===== src/rtl/seven_segment_scanner.sv =====
// seven_segment_scanner
//   Time-multiplexed driver for a DIGIT_COUNT-digit common-anode seven-segment display.
//   One digit is scanned per slot of PRESCALE cycles. The first BLANK_CYCLES cycles of
//   each slot keep everything dark to stop the previous digit ghosting into the next.
//   New values are double-buffered: a load lands in a pending copy and is promoted to the
//   displayed copy only at the start of a frame, so a frame never mixes two loads.
//
// Ports
//   clock          in   system clock, rising edge
//   reset          in   synchronous, active-high
//   load           in   capture value/pointEnable/digitMask this cycle
//   value          in   packed nibbles, nibble k drives digit k (digit 0 = rightmost)
//   pointEnable    in   bit k lights the decimal point of digit k
//   digitMask      in   bit k = 0 keeps digit k dark
//   segmentEnableN out  active-low {dp,g,f,e,d,c,b,a}
//   digitEnableN   out  active-low digit select, at most one bit low
//   frameStart     out  one-cycle pulse on cycle 0 of slot 0
//
// Timing model: cnt_q/idx_q hold the slot position that the next clock edge renders into the
// registered outputs. So the edge that samples reset low renders cycle 0 of slot 0, and a load
// sampled by that same edge is already part of the frame it starts.
module seven_segment_scanner #(
  parameter int unsigned DIGIT_COUNT        = 4,
  parameter int unsigned PRESCALE           = 50000,
  parameter int unsigned BLANK_CYCLES       = 16,
  parameter int unsigned LEADING_ZERO_BLANK = 1
) (
  input  logic                     clock,
  input  logic                     reset,
  input  logic                     load,
  input  logic [4*DIGIT_COUNT-1:0] value,
  input  logic [DIGIT_COUNT-1:0]   pointEnable,
  input  logic [DIGIT_COUNT-1:0]   digitMask,
  output logic [7:0]               segmentEnableN,
  output logic [DIGIT_COUNT-1:0]   digitEnableN,
  output logic                     frameStart
);

  localparam int unsigned CntW = (PRESCALE > 1) ? $clog2(PRESCALE) : 1;
  localparam int unsigned IdxW = (DIGIT_COUNT > 1) ? $clog2(DIGIT_COUNT) : 1;
  localparam int unsigned ValW = 4 * DIGIT_COUNT;

  typedef enum logic {
    StBlank,
    StDrive
  } phase_e;

  // With no blanking configured a slot starts straight in the drive phase.
  localparam phase_e FirstPhase = (BLANK_CYCLES == 0) ? StDrive : StBlank;

  // Slot position and phase
  logic [CntW-1:0] cnt_q, cnt_d;
  logic [IdxW-1:0] idx_q, idx_d;
  phase_e          phase_q, phase_d;
  logic            slot_end;
  logic            frame;

  // Pending (last load) and active (currently displayed) copies
  logic [ValW-1:0]        pend_val_q, pend_val_d;
  logic [DIGIT_COUNT-1:0] pend_pt_q, pend_pt_d;
  logic [DIGIT_COUNT-1:0] pend_mask_q, pend_mask_d;
  logic [ValW-1:0]        act_val_q, act_val_d;
  logic [DIGIT_COUNT-1:0] act_pt_q, act_pt_d;
  logic [DIGIT_COUNT-1:0] act_mask_q, act_mask_d;

  // Registered outputs
  logic [7:0]             seg_q, seg_d;
  logic [DIGIT_COUNT-1:0] dig_q, dig_d;
  logic                   fs_q, fs_d;

  // Current-digit decode
  logic [3:0] nibble;
  logic       point;
  logic       shown;
  logic       suppress;
  logic       run_zero;

  function automatic logic [6:0] glyph(input logic [3:0] n);
    logic [6:0] g;
    case (n)
      4'h0:    g = 7'h3F;
      4'h1:    g = 7'h06;
      4'h2:    g = 7'h5B;
      4'h3:    g = 7'h4F;
      4'h4:    g = 7'h66;
      4'h5:    g = 7'h6D;
      4'h6:    g = 7'h7D;
      4'h7:    g = 7'h07;
      4'h8:    g = 7'h7F;
      4'h9:    g = 7'h6F;
      4'hA:    g = 7'h77;
      4'hB:    g = 7'h7C;
      4'hC:    g = 7'h39;
      4'hD:    g = 7'h5E;
      4'hE:    g = 7'h79;
      default: g = 7'h71;
    endcase
    return g;
  endfunction

  // Slot counter, digit index and blank/drive phase
  always_comb begin
    cnt_d    = cnt_q + CntW'(1);
    idx_d    = idx_q;
    phase_d  = phase_q;
    slot_end = (cnt_q == CntW'(PRESCALE - 1));
    frame    = (cnt_q == '0) && (idx_q == '0);
    if (slot_end) begin
      cnt_d   = '0;
      idx_d   = (idx_q == IdxW'(DIGIT_COUNT - 1)) ? '0 : idx_q + IdxW'(1);
      phase_d = FirstPhase;
    end else if ((phase_q == StBlank) && (cnt_q == CntW'(BLANK_CYCLES - 1))) begin
      phase_d = StDrive;
    end
  end

  // Double buffering: a load arriving on the frame edge bypasses pending so it is shown at once.
  always_comb begin
    pend_val_d  = pend_val_q;
    pend_pt_d   = pend_pt_q;
    pend_mask_d = pend_mask_q;
    act_val_d   = act_val_q;
    act_pt_d    = act_pt_q;
    act_mask_d  = act_mask_q;
    if (load) begin
      pend_val_d  = value;
      pend_pt_d   = pointEnable;
      pend_mask_d = digitMask;
    end
    if (frame) begin
      act_val_d  = pend_val_d;
      act_pt_d   = pend_pt_d;
      act_mask_d = pend_mask_d;
    end
  end

  // Pick the digit being rendered and decide leading-zero suppression. Walking from the most
  // significant digit down, run_zero stays set while every nibble seen so far is zero.
  always_comb begin
    nibble   = 4'h0;
    point    = 1'b0;
    shown    = 1'b0;
    suppress = 1'b0;
    run_zero = 1'b1;
    for (int k = DIGIT_COUNT - 1; k >= 0; k--) begin
      run_zero = run_zero && (act_val_d[4*k +: 4] == 4'h0);
      if (k == int'(idx_q)) begin
        nibble   = act_val_d[4*k +: 4];
        point    = act_pt_d[k];
        shown    = act_mask_d[k];
        suppress = (LEADING_ZERO_BLANK != 0) && (k != 0) && run_zero;
      end
    end
  end

  // Output next-state
  always_comb begin
    seg_d = 8'hFF;
    dig_d = '1;
    fs_d  = frame;
    if ((phase_q == StDrive) && shown) begin
      seg_d = ~{point, (suppress ? 7'h00 : glyph(nibble))};
      for (int k = 0; k < DIGIT_COUNT; k++) begin
        dig_d[k] = (k != int'(idx_q));
      end
    end
  end

  always_ff @(posedge clock) begin
    if (reset) begin
      cnt_q   <= '0;
      idx_q   <= '0;
      phase_q <= FirstPhase;
    end else begin
      cnt_q   <= cnt_d;
      idx_q   <= idx_d;
      phase_q <= phase_d;
    end
  end

  always_ff @(posedge clock) begin
    if (reset) begin
      pend_val_q  <= '0;
      pend_pt_q   <= '0;
      pend_mask_q <= '1;
      act_val_q   <= '0;
      act_pt_q    <= '0;
      act_mask_q  <= '1;
      seg_q       <= 8'hFF;
      dig_q       <= '1;
      fs_q        <= 1'b0;
    end else begin
      pend_val_q  <= pend_val_d;
      pend_pt_q   <= pend_pt_d;
      pend_mask_q <= pend_mask_d;
      act_val_q   <= act_val_d;
      act_pt_q    <= act_pt_d;
      act_mask_q  <= act_mask_d;
      seg_q       <= seg_d;
      dig_q       <= dig_d;
      fs_q        <= fs_d;
    end
  end

  assign segmentEnableN = seg_q;
  assign digitEnableN   = dig_q;
  assign frameStart     = fs_q;

endmodule


===== config.mk =====
export PLATFORM = sky130hd
export DESIGN_NAME = seven_segment_scanner
export DESIGN_NICKNAME = d
export VERILOG_FILES = /design/src/rtl/seven_segment_scanner.sv
export SDC_FILE = /design/constraint.sdc
export NUM_CORES = 1
export LEC_CHECK = 0
export CORE_ASPECT_RATIO = 1.25
export CORE_MARGIN = 5
export CORE_UTILIZATION = 30
export CTS_BUF_LIST = sky130_fd_sc_hd__clkbuf_8
export DETAILED_ROUTE_END_ITERATION = 12
export PLACE_DENSITY = 0.48
export SYNTH_ARGS = -nofsm -noshare
export SYNTH_HDL_FRONTEND = slang
export SYNTH_SLANG_ARGS = --single-unit

===== constraint.sdc =====
create_clock -name clock -period 6.1 [get_ports clock]
set_clock_uncertainty 0.05 [all_clocks]
set_input_delay 0.915 -clock clock [delete_from_list [all_inputs] [get_ports clock]]
set_output_delay 0.915 -clock clock [all_outputs]
set_load 0.005 [all_outputs]

==> results of run 1 <==
cell usage in the layout, fill, tap and decap left out, types with 2 or more instances in the layout:
cell and count:
sky130_fd_sc_hd__nor4_1 4, sky130_fd_sc_hd__a221oi_1 2, sky130_fd_sc_hd__and3_1 5, sky130_fd_sc_hd__nor3_1 8, sky130_fd_sc_hd__nor2_1 58, sky130_fd_sc_hd__inv_1 13
sky130_fd_sc_hd__a311o_1 4, sky130_fd_sc_hd__clkinv_2 2, sky130_fd_sc_hd__a41oi_1 2, sky130_fd_sc_hd__or4_1 2, sky130_fd_sc_hd__dfxtp_1 80, sky130_fd_sc_hd__o31ai_1 2
sky130_fd_sc_hd__a31oi_1 2, sky130_fd_sc_hd__mux2_2 5, sky130_fd_sc_hd__nand4_1 2, sky130_fd_sc_hd__a21oi_1 22, sky130_fd_sc_hd__nand3_1 11, sky130_fd_sc_hd__clkbuf_8 9
sky130_fd_sc_hd__a221o_1 4, sky130_fd_sc_hd__clkdlybuf4s50_1 38, sky130_fd_sc_hd__xnor2_1 7, sky130_fd_sc_hd__mux2i_1 30, sky130_fd_sc_hd__or3_1 2, sky130_fd_sc_hd__nor2b_1 16
sky130_fd_sc_hd__ha_1 12, sky130_fd_sc_hd__a211oi_1 7, sky130_fd_sc_hd__nand2_1 18, sky130_fd_sc_hd__o21ai_0 8, sky130_fd_sc_hd__xor2_1 6, sky130_fd_sc_hd__or2_2 7
sky130_fd_sc_hd__buf_4 2, sky130_fd_sc_hd__nand2b_1 8
logic make-up after synthesis:
kind of cell | after synthesis
and+or+nand+nor | 146
muxes | 35
AOI/OAI and AO/OA | 66
xor gates and xnor gates | 13
adders and majority gates | 12
DFF | 80
buffers and inverters | 33
flip-flops by register name, indices dropped and copies added, names as in the netlist:
name            cells
segmentEnableN      8
pend_pt_q           4
pend_val_q         16
act_pt_q            4
act_val_q          16
frameStart          1
cnt_q              16
act_mask_q          4
digitEnableN        4
idx_q               2
pend_mask_q         4
phase_q             1
worst paths after layout:
| check | slack [ns] | startpoint | cells past startpoint | endpoint |
|---|---|---|---|---|
| worst max-delay path | 1.56 | idx_q[0]$_SDFFE_PP0P_ | 13 | segmentEnableN[0]$_SDFF_PP1_ |
| worst min-delay path | 0.43 | cnt_q[0]$_SDFF_PP0_ | 1 | cnt_q[0]$_SDFF_PP0_ |
| worst max register to register | 1.56 | idx_q[0]$_SDFFE_PP0P_ | 13 | segmentEnableN[0]$_SDFF_PP1_ |
| worst min register to register | 0.43 | cnt_q[0]$_SDFF_PP0_ | 1 | cnt_q[0]$_SDFF_PP0_ |
critical path, stage by stage (launching register included):
cell and delay (ns):
sky130_fd_sc_hd__dfxtp_1 0.35, sky130_fd_sc_hd__inv_1 0.09, sky130_fd_sc_hd__ha_1 0.48, sky130_fd_sc_hd__nor4bb_1 0.25
sky130_fd_sc_hd__and3_1 0.48, sky130_fd_sc_hd__and2_1 0.58, sky130_fd_sc_hd__buf_4 0.41, sky130_fd_sc_hd__a21oi_1 0.13
sky130_fd_sc_hd__a221oi_1 0.34, sky130_fd_sc_hd__a221o_1 0.30, sky130_fd_sc_hd__inv_1 0.12, sky130_fd_sc_hd__ha_1 0.24
sky130_fd_sc_hd__and3_1 0.14, sky130_fd_sc_hd__or4_1 0.45
power breakdown:
group	internal, W	switching, W
logic	0.0000836	0.000110
clock network	0.000137	0.000179
registers	0.000553	0.0000126
stage by stage:
| step | setup WS, ns | hold WS (ns) | area, um2 | std cells |
|---|---|---|---|---|
| global placement | 1.604 | 0.4038 | 4076 | 565 |
| floorplan | 2.584 | 0.3872 | 3583 | 385 |
| detailed placement | 1.529 | 0.4209 | 4076 | 565 |
| CTS | 1.538 | 0.4382 | 4218 | 578 |
| finish | 1.561 | 0.4303 | 4218 | 578 |
| global route | 1.146 | 0.4487 | 4218 | 578 |
per-layer routing:
metal / up-vias / share of wire [%]
li1: 1397 / -
met4: 0 / 2.2
met3: 15 / 3.4
met1: 1272 / 44
met2: 33 / 51
met5: - / 0
area by class of cell:
| cell class | count | area (um2) |
|---|---|---|
| clock buffers | 9 | 123.9 |
| clock inverters | 4 | 17.52 |
| fillers | 1225 | 7453 |
| inverters | 11 | 41.29 |
| multi-input cells | 272 | 1832 |
| flip-flops and latches | 80 | 1602 |
| well taps | 161 | 201.4 |
| repair buffers | 41 | 400.4 |
==> Implementation_results.wiki, run 1 <==
{| class="wikitable"
! Metric !! Value
|-
| First-pass DRT Iterations || 4
|-
| Initial cell density of the core || 30.70%
|-
| Compound-gate portion of the synthesized area || 13.69%
|-
| Status || completed
|-
| Combinational family with the most area after synthesis || simple AND/OR/NAND/NOR gates
|-
| TritonCTS clock tree || yes
|-
| Antenna Nets Post-Route || 0
|-
| Buffers from clock root to sink, at most || 2
|-
| Mean Syn Cell Area || 9.308 um2
|-
| Ant. Diodes || 0
|-
| Most frequent cells after synthesis || sky130_fd_sc_hd__dfxtp_1 (80), sky130_fd_sc_hd__nor2_1 (58), sky130_fd_sc_hd__mux2i_1 (30), sky130_fd_sc_hd__a21oi_1 (22), sky130_fd_sc_hd__nand2_1 (18)
|-
| Starting DRT DRC Count || 90
|-
| Nature of the critical path endpoint || flip-flop
|-
| Die Footprint || 14240 um2
|-
| Post-CTS setup repair buffer count || 0
|-
| Maxcap violations || 0
|-
| Grt ovf || 0
|-
| Met2 Track Usage GR || 19.74%
|-
| Final Max Tran Viols || 0
|-
| Netlist area before placement || 3583 um2
|-
| Simple-gate share of the synthesized area || 20.11%
|-
| Wire length of the first global-routing pass || approximately 13000 um
|-
| Leak pwr || 1.671 nW
|-
| Detailed-route wire length per cell || 13.85 um
|-
| Hold bufs inserted after CTS || 0
|-
| Fraction of the mapped netlist area in adder cells || 4.190%
|-
| Highest ir drop seen on vdd || 0.1251 mV
|-
| Via density per instance || 4.701
|-
| Signal arrival time at the worst endpoint || about 4.7 ns
|-
| Share of cell area taken by muxes after synthesis || 9.951%
|-
| Number of synthesized flops with an enable pin || 0
|-
| Transition time at the pin with the least slew margin || 1.026 ns
|-
| Xor-xnor portion of the synthesized cell area || 3.177%
|-
| Top-Level Pins || 40
|-
| Post-layout total power || 0.001074 W
|-
| Synth async-reset ratio || 0%
|-
| Power density normalized to cell area || between 200 and 300 nW/um2
|-
| Ranking of synthesized cells by area || sky130_fd_sc_hd__dfxtp_1 (45%), sky130_fd_sc_hd__mux2i_1 (8.4%), sky130_fd_sc_hd__nor2_1 (6.1%), sky130_fd_sc_hd__ha_1 (4.2%), sky130_fd_sc_hd__a21oi_1 (3.1%)
|-
| GRT Overall Usage || 11.84%
|-
| Most numerous cell in the Yosys netlist || sky130_fd_sc_hd__dfxtp_1
|-
| Met1 track demand over resource in global routing || between 10 and 15%
|-
| Final critical path time including I/O delays and setup || 4.539 ns
|-
| Number of standard cells after synthesis || roughly 390
|-
| Number of global-route vias before repair || 2673
|-
| Residual DRC count || 0
|-
| Fraction of the yosys area taken by sequential cells || 44.69%
|-
| Critical path required time || between 6 and 7 ns
|-
| Critical setup path kind || flip-flop to flip-flop
|-
| Most area-hungry cell type in the Yosys netlist || sky130_fd_sc_hd__dfxtp_1
|-
| Cts bufs inserted || 9
|-
| Met3 usage || under 10%
|-
| Number of input and output port buffers inserted || 39
|-
| Die Ht || 132.2 um
|-
| Vias || between 2000 and 3000
|-
| Initial antenna violation count || 0
|-
| H-tree depth || 3
|-
| Slew HR || 31.37%
|-
| Post-synthesis register bit count || 80
|-
| Core region area || 11670 um2
|-
| Yosys top cell area share || 44.69%
|-
| Area added between synthesis and finish || 17.70%
|-
| Clk_lat worst skew || about 0.36 ns
|-
| Yosys warning total || 0
|-
| Top Usage Layer GRT || met2
|-
| Row count || 44
|-
| Number of distinct standard cells referenced by the synthesized netlist || 50
|-
| Share of cells above drive strength 1 || around 8%
|-
| Clock transition at the registers of the reported paths || 0.08 ns
|-
| Predominant post-synthesis flop cell || sky130_fd_sc_hd__dfxtp_1
|-
| Final core area utilization || 36.14%
|-
| Hold Fails Final Rpt || 0
|-
| Share of the cycle needed by the critical path after routing || 74.41%
|-
| CTS sink count || 80
|-
| Final Routed Wirelength || 8008 um
|-
| GPL Wtd Cong || 0.7799
|-
| Setup TNS after final layout || 0 ns
|-
| Clock root buffer || sky130_fd_sc_hd__clkbuf_8
|-
| Peak fanout along the critical path || 25
|-
| Cts repair resizes || 0
|-
| Highest attainable clock frequency || 220.3 MHz
|-
| Horizontal extent of the die || 107.8 um
|-
| Placed wire-length estimate || 5743 um
|-
| Pin count of the biggest net entering global routing || 55
|-
| Critical path startpoint category || flip-flop
|-
| Nets in the synthesized netlist || 424
|-
| Total of endpoints with negative setup slack in the final report || 0
|-
| Worst min-delay path class || flip-flop to flip-flop
|-
| RSZ-0062 raised after global routing || false
|-
| Number of nets at the end of the flow || 454
|}
Note: power is estimated with default switching activity, not from simulation.
==> run 2: changes to the inputs <==
clock period = 4.2 ns   (was 6.1 ns; I/O delays follow)
==> run 2 against run 1 <==
Non-clock buffer count increased by 4. Sequential share of layout area down 1.1 points. Clock-buffer cell count up 2. First-iteration DRC count is 14% higher. Via count is 0.99% lower. Critical path type unchanged. Largest power group unchanged. Highest routed layer unchanged.
==> Implementation_results.wiki, run 2 (synthesized netlist as in run 1, its figures left out) <==
{| class="wikitable"
! Metric !! Value
|-
| Power density normalized to cell area || 403.3 nW/um2 (was 254.7 nW/um2)
|-
| Number of buffers and inverters on the critical path || 2 (was 3)
|-
| Final Routed Wirelength || 8141 um (was 8008 um)
|-
| Core region area || 11670 um2 (unchanged)
|-
| GPL Wtd Cong || 0.7485 (was 0.7799)
|-
| Grt ovf || 0 (unchanged)
|-
| Slew HR || 32.82% (was 31.37%)
|-
| Status || completed (unchanged)
|-
| Number of filler instances in the final layout || 1240 (was 1225)
|-
| RSZ-0062 raised after global routing || false (unchanged)
|-
| Leak pwr || 1.727 nW (was 1.671 nW)
|-
| Highest attainable clock frequency || 285.9 MHz (was 220.3 MHz)
|-
| Share of the cycle needed by the critical path after routing || 83.28% (was 74.41%)
|-
| Nature of the critical path endpoint || flip-flop (unchanged)
|-
| Critical path required time || 4.39 ns (was 6.29 ns)
|-
| Horizontal extent of the die || 107.8 um (unchanged)
|-
| Count of cells along the worst register-to-register path || 11 (was 13)
|-
| Number of input and output port buffers inserted || 39 (unchanged)
|-
| Signal arrival time at the worst endpoint || 3.68 ns (was 4.72 ns)
|-
| Antenna Nets Post-Route || 0 (unchanged)
|-
| Pin count of the biggest net entering global routing || 55 (unchanged)
|-
| Worst hold slack || 0.4346 ns (was 0.4303 ns)
|-
| Clk_lat worst skew || 0.36 ns (about the same)
|-
| Row count || 44 (unchanged)
|-
| Top Registers || act_val_q x16, cnt_q x16, pend_val_q x16 (unchanged)
|-
| Critical path startpoint category || flip-flop (unchanged)
|-
| First-pass DRT Iterations || 4 (unchanged)
|-
| Hold bufs inserted after CTS || 0 (unchanged)
|-
| Placed wire-length estimate || 5812 um (was 5743 um)
|-
| Hold Fails Final Rpt || 0 (unchanged)
|-
| Setup TNS after final layout || 0 ns (unchanged)
|-
| Starting DRT DRC Count || 103 (was 90)
|-
| Share of cells above drive strength 1 || 9.693% (was 8.153%)
|-
| TritonCTS clock tree || yes (unchanged)
|-
| Number of stages on the worst hold path || 1 (unchanged)
|-
| Residual DRC count || 0 (unchanged)
|-
| Initial antenna violation count || 0 (unchanged)
|-
| Ant. Diodes || 0 (unchanged)
|-
| Critical setup path kind || flip-flop to flip-flop (unchanged)
|-
| Top library cells by usage in the layout, fill and taps aside || sky130_fd_sc_hd__dfxtp_1 (80), sky130_fd_sc_hd__nor2_1 (58), sky130_fd_sc_hd__clkdlybuf4s50_1 (38) (unchanged)
|-
| Gate family responsible for the most delay along the worst path || simple AND/OR/NAND/NOR gates (unchanged)
|-
| Critical-path cell list || or4_4 > nor2_4 > and2_1 > buf_12 > a21oi_1 > a221oi_1 > a221o_1 > inv_1 > ha_1 > and3_1 > or4_1 (was inv_1 > ha_1 > nor4bb_1 > and3_1 > and2_1 > buf_4 > a21oi_1 > a221oi_1 > a221o_1 > inv_1 > ha_1 > and3_1 > or4_1)
|-
| Transition time at the pin with the least slew margin || 1.008 ns (was 1.026 ns)
|-
| Commonest non-fill, non-tap cell in the layout || sky130_fd_sc_hd__dfxtp_1 (unchanged)
|-
| Highest ir drop seen on vdd || 0.1794 mV (was 0.1251 mV)
|-
| Area added between synthesis and finish || 21.09% (was 17.70%)
|-
| Die Ht || 132.2 um (unchanged)
|-
| Number of nets at the end of the flow || 458 (was 454)
|-
| Wire length of the first global-routing pass || 13580 um (was 13370 um)
|-
| Max incr delay on CP || 0.55 ns (was 0.58 ns)
|-
| Final critical path time including I/O delays and setup || 3.498 ns (was 4.539 ns)
|-
| GRT Overall Usage || 12.10% (was 11.84%)
|-
| Total of endpoints with negative setup slack in the final report || 0 (unchanged)
|-
| Cts repair resizes || 0 (unchanged)
|-
| Buffers from clock root to sink, at most || 2 (unchanged)
|-
| Die Footprint || 14240 um2 (unchanged)
|-
| Vias || 2690 (was 2717)
|-
| Detailed-route wire length per cell || 13.94 um (was 13.85 um)
|-
| Clock root buffer || sky130_fd_sc_hd__clkbuf_8 (unchanged)
|-
| Maxcap violations || 0 (unchanged)
|-
| Clock transition at the registers of the reported paths || 0.08 ns (about the same)
|-
| Slowest stage cell, crit path || sky130_fd_sc_hd__or4_4 (was sky130_fd_sc_hd__and2_1)
|-
| Number of global-route vias before repair || 2694 (was 2673)
|-
| Total stage count of the critical path || 11 (was 13)
|-
| CTS sink count || 80 (unchanged)
|-
| Peak fanout along the critical path || 43 (was 25)
|-
| Initial cell density of the core || 30.70% (unchanged)
|-
| Worst min-delay path class || flip-flop to flip-flop (unchanged)
|-
| Via density per instance || 4.606 (was 4.701)
|-
| Top-Level Pins || 40 (unchanged)
|-
| H-tree depth || 3 (unchanged)
|-
| Final Max Tran Viols || 0 (unchanged)
|-
| Post-CTS setup repair buffer count || 0 (unchanged)
|-
| Cts bufs inserted || 9 (unchanged)
|}
run 2: cell types whose count changed in the layout (fill, tap and decap cells not counted):
cell                        delta
sky130_fd_sc_hd__clkbuf_8      +2
sky130_fd_sc_hd__inv_1         -1
sky130_fd_sc_hd__bufinv_16     +2
sky130_fd_sc_hd__clkinv_2      -1
sky130_fd_sc_hd__buf_12        +1
sky130_fd_sc_hd__buf_4         +3
run 2: final cells by class:
cell class	instances	area, um2	share of cell area (%)
clock inverter	4	68.82	1.586
timing repair buffer	45	442.9	10.21
clock buffer	11	151.4	3.489
sequential	80	1602	36.91
inverter	11	41.29	0.9516
tap	161	201.4	4.642
multi-input combinational	272	1832	42.21
run 2: worst register-to-register path: cells and delay by family (launching register included):
family                     cells  cell delay (ns)
adders and majority gates      1             0.24
buffers and inverters          2             0.35
DFF                            1             0.35
AOI/OAI and AO/OA              3             0.70
and+or+nand+nor                5             1.69
run 2: final timing paths:
| kind | startpoint | slack [ns] | endpoint |
|---|---|---|---|
| setup / recovery | cnt_q[8]$_SDFF_PP0_ | 0.70 | segmentEnableN[0]$_SDFF_PP1_ |
| hold / removal | cnt_q[0]$_SDFF_PP0_ | 0.43 | cnt_q[0]$_SDFF_PP0_ |
| setup reg to reg | cnt_q[8]$_SDFF_PP0_ | 0.70 | segmentEnableN[0]$_SDFF_PP1_ |
| hold reg to reg | cnt_q[0]$_SDFF_PP0_ | 0.43 | cnt_q[0]$_SDFF_PP0_ |
run 2: metal layers:
layer  vias to the layer above  wire (um)  GRT usage [%]
met2                        33       3976          20.09
met4                         0        238          5.684
met5                         -          0              0
met3                        14        245          2.744
met1                      1239       3681          14.67
li1                       1404          -              -
run 2: stage by stage:
step	cell area (um2)	worst slack, ns	utilization [%]	cells	power [W]
CTS	4339	0.6748	37.18	584	0.001774
finish	4339	0.7022	37.18	584	0.001750
global placement	4119	0.5446	35.29	569	0.001133
detailed placement	4119	0.5179	35.29	569	0.001135
floorplan	3583	0.9694	-	385	0.001048
global route	4339	0.5080	37.18	584	0.001855
run 2: power breakdown:
| part | internal, W | switching, W |
|---|---|---|
| combinational | 0.000129 | 0.000164 |
| clock | 0.000361 | 0.000274 |
| sequential | 0.000803 | 0.0000187 |
| total | 0.00129 | 0.000457 |
